$ cat src/rtl/cordic_sincos_unit.sv
// Iterative CORDIC rotation engine: one signed fixed-point angle in, sine and cosine out.
// Full-circle quadrant folding, range-error flag and busy/done handshake, all gated by clk_en.
module cordic_sincos_unit #(
   parameter int WIDTH      = 27,
   parameter int FRAC_BITS  = 24,
   parameter int ITERATIONS = 24
) (
   input  logic             clk,
   input  logic             reset,
   input  logic             clk_en,
   input  logic             start,
   input  logic [WIDTH-1:0] theta_in,
   output logic             busy,
   output logic             done,
   output logic             err,
   output logic [WIDTH-1:0] sin_out,
   output logic [WIDTH-1:0] cos_out
);
   localparam int ZW = WIDTH + 2;
   localparam int IW = $clog2(ITERATIONS);
   localparam int SH = 32 - FRAC_BITS;

   typedef enum logic [1:0] {S_IDLE, S_ROTATE, S_FINISH} state_t;

   // Constants are stored with 32 fraction bits and rounded down to FRAC_BITS.
   function automatic logic [63:0] rnd32(input logic [63:0] v);
      return (v + ((64'd1 << SH) >> 1)) >> SH;
   endfunction

   function automatic logic [63:0] atan32(input int i);
      case (i)
         0:       atan32 = 64'hC90F_DAA2;
         1:       atan32 = 64'h76B1_9C16;
         2:       atan32 = 64'h3EB6_EBF2;
         3:       atan32 = 64'h1FD5_BA9B;
         4:       atan32 = 64'h0FFA_ADDC;
         5:       atan32 = 64'h07FF_556F;
         6:       atan32 = 64'h03FF_EAAB;
         7:       atan32 = 64'h01FF_FD55;
         8:       atan32 = 64'h00FF_FFAB;
         9:       atan32 = 64'h007F_FFF5;
         10:      atan32 = 64'h003F_FFFF;
         default: atan32 = (i < 32) ? (64'd1 << (32 - i)) : 64'd0;
      endcase
   endfunction

   localparam logic signed [ZW-1:0] C_PI      = ZW'(rnd32(64'h3_243F_6A89));
   localparam logic signed [ZW-1:0] C_HALF_PI = ZW'(rnd32(64'h1_921F_B544));
   localparam logic signed [ZW-1:0] C_K       = ZW'(rnd32(64'h0_9B74_EDA8));
   localparam logic signed [ZW-1:0] C_ONE     = ZW'(64'd1 << FRAC_BITS);
   localparam logic [IW-1:0]        LAST_ITER = IW'(ITERATIONS - 1);

   function automatic logic [WIDTH-1:0] sat(input logic signed [ZW-1:0] v);
      if (v > C_ONE)  return WIDTH'(C_ONE);
      if (v < -C_ONE) return WIDTH'(-C_ONE);
      return v[WIDTH-1:0];
   endfunction

   state_t               r_state, w_next;
   logic signed [ZW-1:0] r_x, r_y, r_z;
   logic [IW-1:0]        r_iter;
   logic                 r_neg, r_busy, r_done, r_err;
   logic [WIDTH-1:0]     r_sin, r_cos;

   logic signed [ZW-1:0] w_theta, w_fold_z, w_atan, w_x_sh, w_y_sh, w_x_fin, w_y_fin;
   logic                 w_fold_neg, w_over, w_accept;

   assign w_theta = {{2{theta_in[WIDTH-1]}}, theta_in};
   assign w_over  = (w_theta > C_PI) || (w_theta < -C_PI);
   assign w_atan  = ZW'(rnd32(atan32(int'(r_iter))));
   assign w_x_sh  = r_x >>> r_iter;
   assign w_y_sh  = r_y >>> r_iter;
   assign w_x_fin = r_neg ? -r_x : r_x;
   assign w_y_fin = r_neg ? -r_y : r_y;

   // Outer half-planes rotate by pi into the CORDIC convergence range; the result sign flips.
   always_comb begin
      // NOTE: every combinational output gets a default first so no path can infer a latch.
      w_fold_z   = w_theta;
      w_fold_neg = 1'b0;
      if (w_theta > C_HALF_PI) begin
         w_fold_z   = w_theta - C_PI;
         w_fold_neg = 1'b1;
      end else if (w_theta < -C_HALF_PI) begin
         w_fold_z   = w_theta + C_PI;
         w_fold_neg = 1'b1;
      end
   end

   always_comb begin
      w_next   = r_state;
      w_accept = 1'b0;
      case (r_state)
         S_IDLE:   if (start && !w_over) begin
                      w_accept = 1'b1;
                      w_next   = S_ROTATE;
                   end
         S_ROTATE: if (r_iter == LAST_ITER) w_next = S_FINISH;
         S_FINISH: w_next = S_IDLE;
         default:  w_next = S_IDLE;
      endcase
   end

   always_ff @(posedge clk or posedge reset) begin
      if (reset)       r_state <= S_IDLE;
      else if (clk_en) r_state <= w_next;
   end

   // NOTE: sequential state uses non-blocking assignments so every register sees pre-edge values.
   always_ff @(posedge clk or posedge reset) begin
      if (reset) begin
         r_x    <= '0;
         r_y    <= '0;
         r_z    <= '0;
         r_iter <= '0;
         r_neg  <= 1'b0;
         r_busy <= 1'b0;
         r_done <= 1'b0;
         r_err  <= 1'b0;
         r_sin  <= '0;
         r_cos  <= '0;
      end else if (clk_en) begin
         r_done <= 1'b0;
         case (r_state)
            S_IDLE: begin
               if (start && w_over) begin
                  r_err  <= 1'b1;
                  r_sin  <= '0;
                  r_cos  <= '0;
                  r_done <= 1'b1;
               end else if (w_accept) begin
                  r_x    <= C_K;
                  r_y    <= '0;
                  r_z    <= w_fold_z;
                  r_neg  <= w_fold_neg;
                  r_iter <= '0;
                  r_err  <= 1'b0;
                  r_busy <= 1'b1;
               end
            end
            S_ROTATE: begin
               if (!r_z[ZW-1]) begin
                  r_x <= r_x - w_y_sh;
                  r_y <= r_y + w_x_sh;
                  r_z <= r_z - w_atan;
               end else begin
                  r_x <= r_x + w_y_sh;
                  r_y <= r_y - w_x_sh;
                  r_z <= r_z + w_atan;
               end
               if (r_iter != LAST_ITER) r_iter <= r_iter + IW'(1);
            end
            S_FINISH: begin
               r_cos  <= sat(w_x_fin);
               r_sin  <= sat(w_y_fin);
               r_done <= 1'b1;
               r_busy <= 1'b0;
            end
            default: ;
         endcase
      end
   end

   assign busy    = r_busy;
   assign done    = r_done;
   assign err     = r_err;
   assign sin_out = r_sin;
   assign cos_out = r_cos;

endmodule

$ cat config.mk
export PLATFORM = sky130hd
export DESIGN_NAME = cordic_sincos_unit
export DESIGN_NICKNAME = d
export VERILOG_FILES = /design/src/rtl/cordic_sincos_unit.sv
export SDC_FILE = /design/constraint.sdc
export NUM_CORES = 1
export LEC_CHECK = 0
export ABC_AREA = 1
export BUFFER_PORTS_ARGS = -buffer_cell sky130_fd_sc_hd__buf_2
export CORE_ASPECT_RATIO = 1.75
export CORE_MARGIN = 2
export CORE_UTILIZATION = 45
export DETAILED_ROUTE_END_ITERATION = 8
export MAX_ROUTING_LAYER = met4
export PLACE_DENSITY_LB_ADDON = 0.05
export SYNTH_ARGS = -nofsm -noshare
export SYNTH_HDL_FRONTEND = slang
export SYNTH_SLANG_ARGS = --single-unit
$ cat constraint.sdc
create_clock -name clk -period 6.9 [get_ports clk]
set_input_delay 2.07 -clock clk [delete_from_list [all_inputs] [get_ports clk]]
set_output_delay 2.07 -clock clk [all_outputs]
set_load 0.03 [all_outputs]
==> impl_metrics.toml <==
[synth]
syn_area_um2 = 19800
async_flop_share = 1.00
yosys-top-cells-area = "dfrtp_1 19%, nand2_1 16%, o21ai_0 7.5%"
synth-seq-cells = 152
synth_warnings = 0
synthCells = 3220
synthFlopType = "dfrtp_1"
yosys.area.top_type = "dfrtp_1"
postSynthAreaPerCell_um2 = 6.13
synth_cell_types = 63
synth_edf_count = 0
syn_nets = 3358
yosysTopAreaCellShare = 0.193
ys_seq_area_frac = 0.193

[critical_path]
worst_path_largest_cell_delay_ns = 0.56
crit_required_ns = 7.26
timing.critical_path.mode_cell = "nand2_1"
critical_path_class = "flip-flop to flip-flop"
crit_end = "r_y[28]"
r2r_cells = 30
endpoint_kind = "flip-flop"
slowest_stage = "o21ai_0"
startpoint = "r_iter[0]"
startpoint_type = "flip-flop"
r2r-end = "r_y[28]"
crit_path_max_fanout = 114
crit_arrival_ns = 6.55
rr_startpoint = "r_iter[0]"
r2r_slack_ns = 0.70

[status]
status = "finished clean"

[timing]
rsz0062_at_grt = "false"
hold_viol = 0
setup_violations = 0
fin_worst_skew_ns = 0.0255
layout_min_cycle_time_ns = 6.20
fin_tns_setup_ns = 0
min_period_over_period = 0.898
max_freq_mhz = 161
slew_headroom = 0.231
tightest_slew_ns = 1.15
report.final.slew_viol_count = 0

[placement]
dp_hpwl_um = 62800
numPortBuffers = 87
globalplace.congestion = 1.03

[detailed_routing]
wire_per_inst_um = 20.6
routed_via_density = 5.78
vias = 21992
drc = 0
routed_wl_um = 78200
antenna_left = 0
drtIter0Drc = 1573
firstDrtPassIters = 7

[grt]
grt_max_degree = 115
grt_usage = 0.351
grt_pass1_wl_um = 120000
top_usage_layer = "met2"
grt_pass1_vias = 21876
met2_usage = 0.657
antenna_found_initial = 0
grt_overflow = 0
grt_util_met1 = 0.315
use_met3 = 0.0345

[finish]
diodes = 0
drive_gt1_frac = 0.0930
final_cell_mix = "840 x nand2_1, 336 x inv_1, 297 x o21ai_0"
nets = 3363
layout_commonest_cell = "nand2_1"
fillers = 4650
syn2layout_area_growth_pct = 7.27

[floorplanning]
core_region_area_um2 = 43300
die_width_um = 162
ios = 88
die_h_um = 281
dieArea_um2 = 45600
rows = 101
start_util = 0.456

[hold_path]
hold_class = "flip-flop to flip-flop"

[clock_tree]
cts_hold_buf = 0
numCtsBuffers = 17
cts_htree_levels = 4
cts_resized = 0
cts_tree = "done"
postCtsSetupRepairBufs = 0
cts_buffer_depth = 2
cts_sinks = 152
cts_root_buffer = "clkbuf_16"
clk_pin_slew_ns = 0.08
insertion_delay_ns = 0.48

[job]
cap_violations = 0
## per-layer routing
metal	up-vias	share of wire
met5	-	0
met4	0	0.098
met3	319	0.034
met2	729	0.53
met1	10248	0.34
li1	10696	-
## cell type report
class                      instances  area, um^2  area share
clock buffer                      17         425      0.0201
clock inverter                    15         194     0.00915
inverter                         354        1340      0.0631
multi-input combinational       2583       14000       0.662
sequential                       152        3800       0.180
tap                              566         708      0.0334
timing repair buffer             117         698      0.0330
## critical path, delay by kind of cell, from the launching register on
kind	cells	cell delay, ns
buf+inv	4	0.48
simple gates	11	1.39
flops	1	0.43
mux	2	0.38
fa+ha+maj	2	0.70
compound gates	11	2.66
## cell usage after synthesis, drive strengths merged, types with 3 or more instances
cell type,instances
o21a,17
a21boi,3
and2,5
inv,348
or2,49
a2bb2oi,3
o221ai,7
o2111ai,5
ha,104
o31ai,11
nand4,59
nor2,307
o22ai,18
a32oi,6
nand3b,4
nor3,48
nand3,198
o21bai,8
clkinv,6
o211ai,18
a21o,11
nor4,22
a31oi,25
o21ai,368
a21oi,209
buf,65
dfrtp,152
mux2i,27
fa,3
a22oi,9
xnor2,34
clkbuf,66
nand2,872
xor2,125
## logic make-up (layout without fill, tap and decap cells)
logic type      Yosys count  count (layout)  share of synthesized area
simple gates           1566            1566                      0.351
compound gates          724             724                      0.204
buf+inv                 485             503                     0.0985
xor+xnor                159             159                     0.0705
flops                   152             152                      0.193
fa+ha+maj               107             107                     0.0689
mux                      27              27                     0.0137
## state kept, by name, indices dropped and copies added (netlist names)
signal   flops
r_x         29
r_y         29
r_z         29
cos_out     27
sin_out     27
r_iter       5
r_state      2
busy         1
done         1
err          1
r_neg        1
## how the worst min path moves through the flow
stage / startpoint / to / depth (start not counted)
floorplan: r_z[11] / r_z[11] / 2
global route: sin_out[3] / sin_out[3] / 2
detailed placement: sin_out[24] / sin_out[24] / 2
finish: sin_out[24] / sin_out[24] / 2
global placement: cos_out[26] / cos_out[26] / 2
CTS: sin_out[24] / sin_out[24] / 2
## through the flow
| stage | area (um^2) | setup WS, ns | utilization | std cells | hold slack (ns) |
|---|---|---|---|---|---|
| after floorplan | 19800 | 0.737 | - | 3220 | 0.455 |
| after global placement | 20600 | 0.970 | 0.474 | 3772 | 0.459 |
| after detailed placement | 20600 | 0.812 | 0.474 | 3772 | 0.456 |
| after CTS | 21200 | 0.785 | 0.489 | 3804 | 0.475 |
| after global routing | 21200 | 0.0691 | 0.489 | 3804 | 0.500 |
| final | 21200 | 0.703 | 0.489 | 3804 | 0.475 |
Power is not shown: default switching activity piles up to over one toggle a cycle in this logic, so the estimate is an artifact.
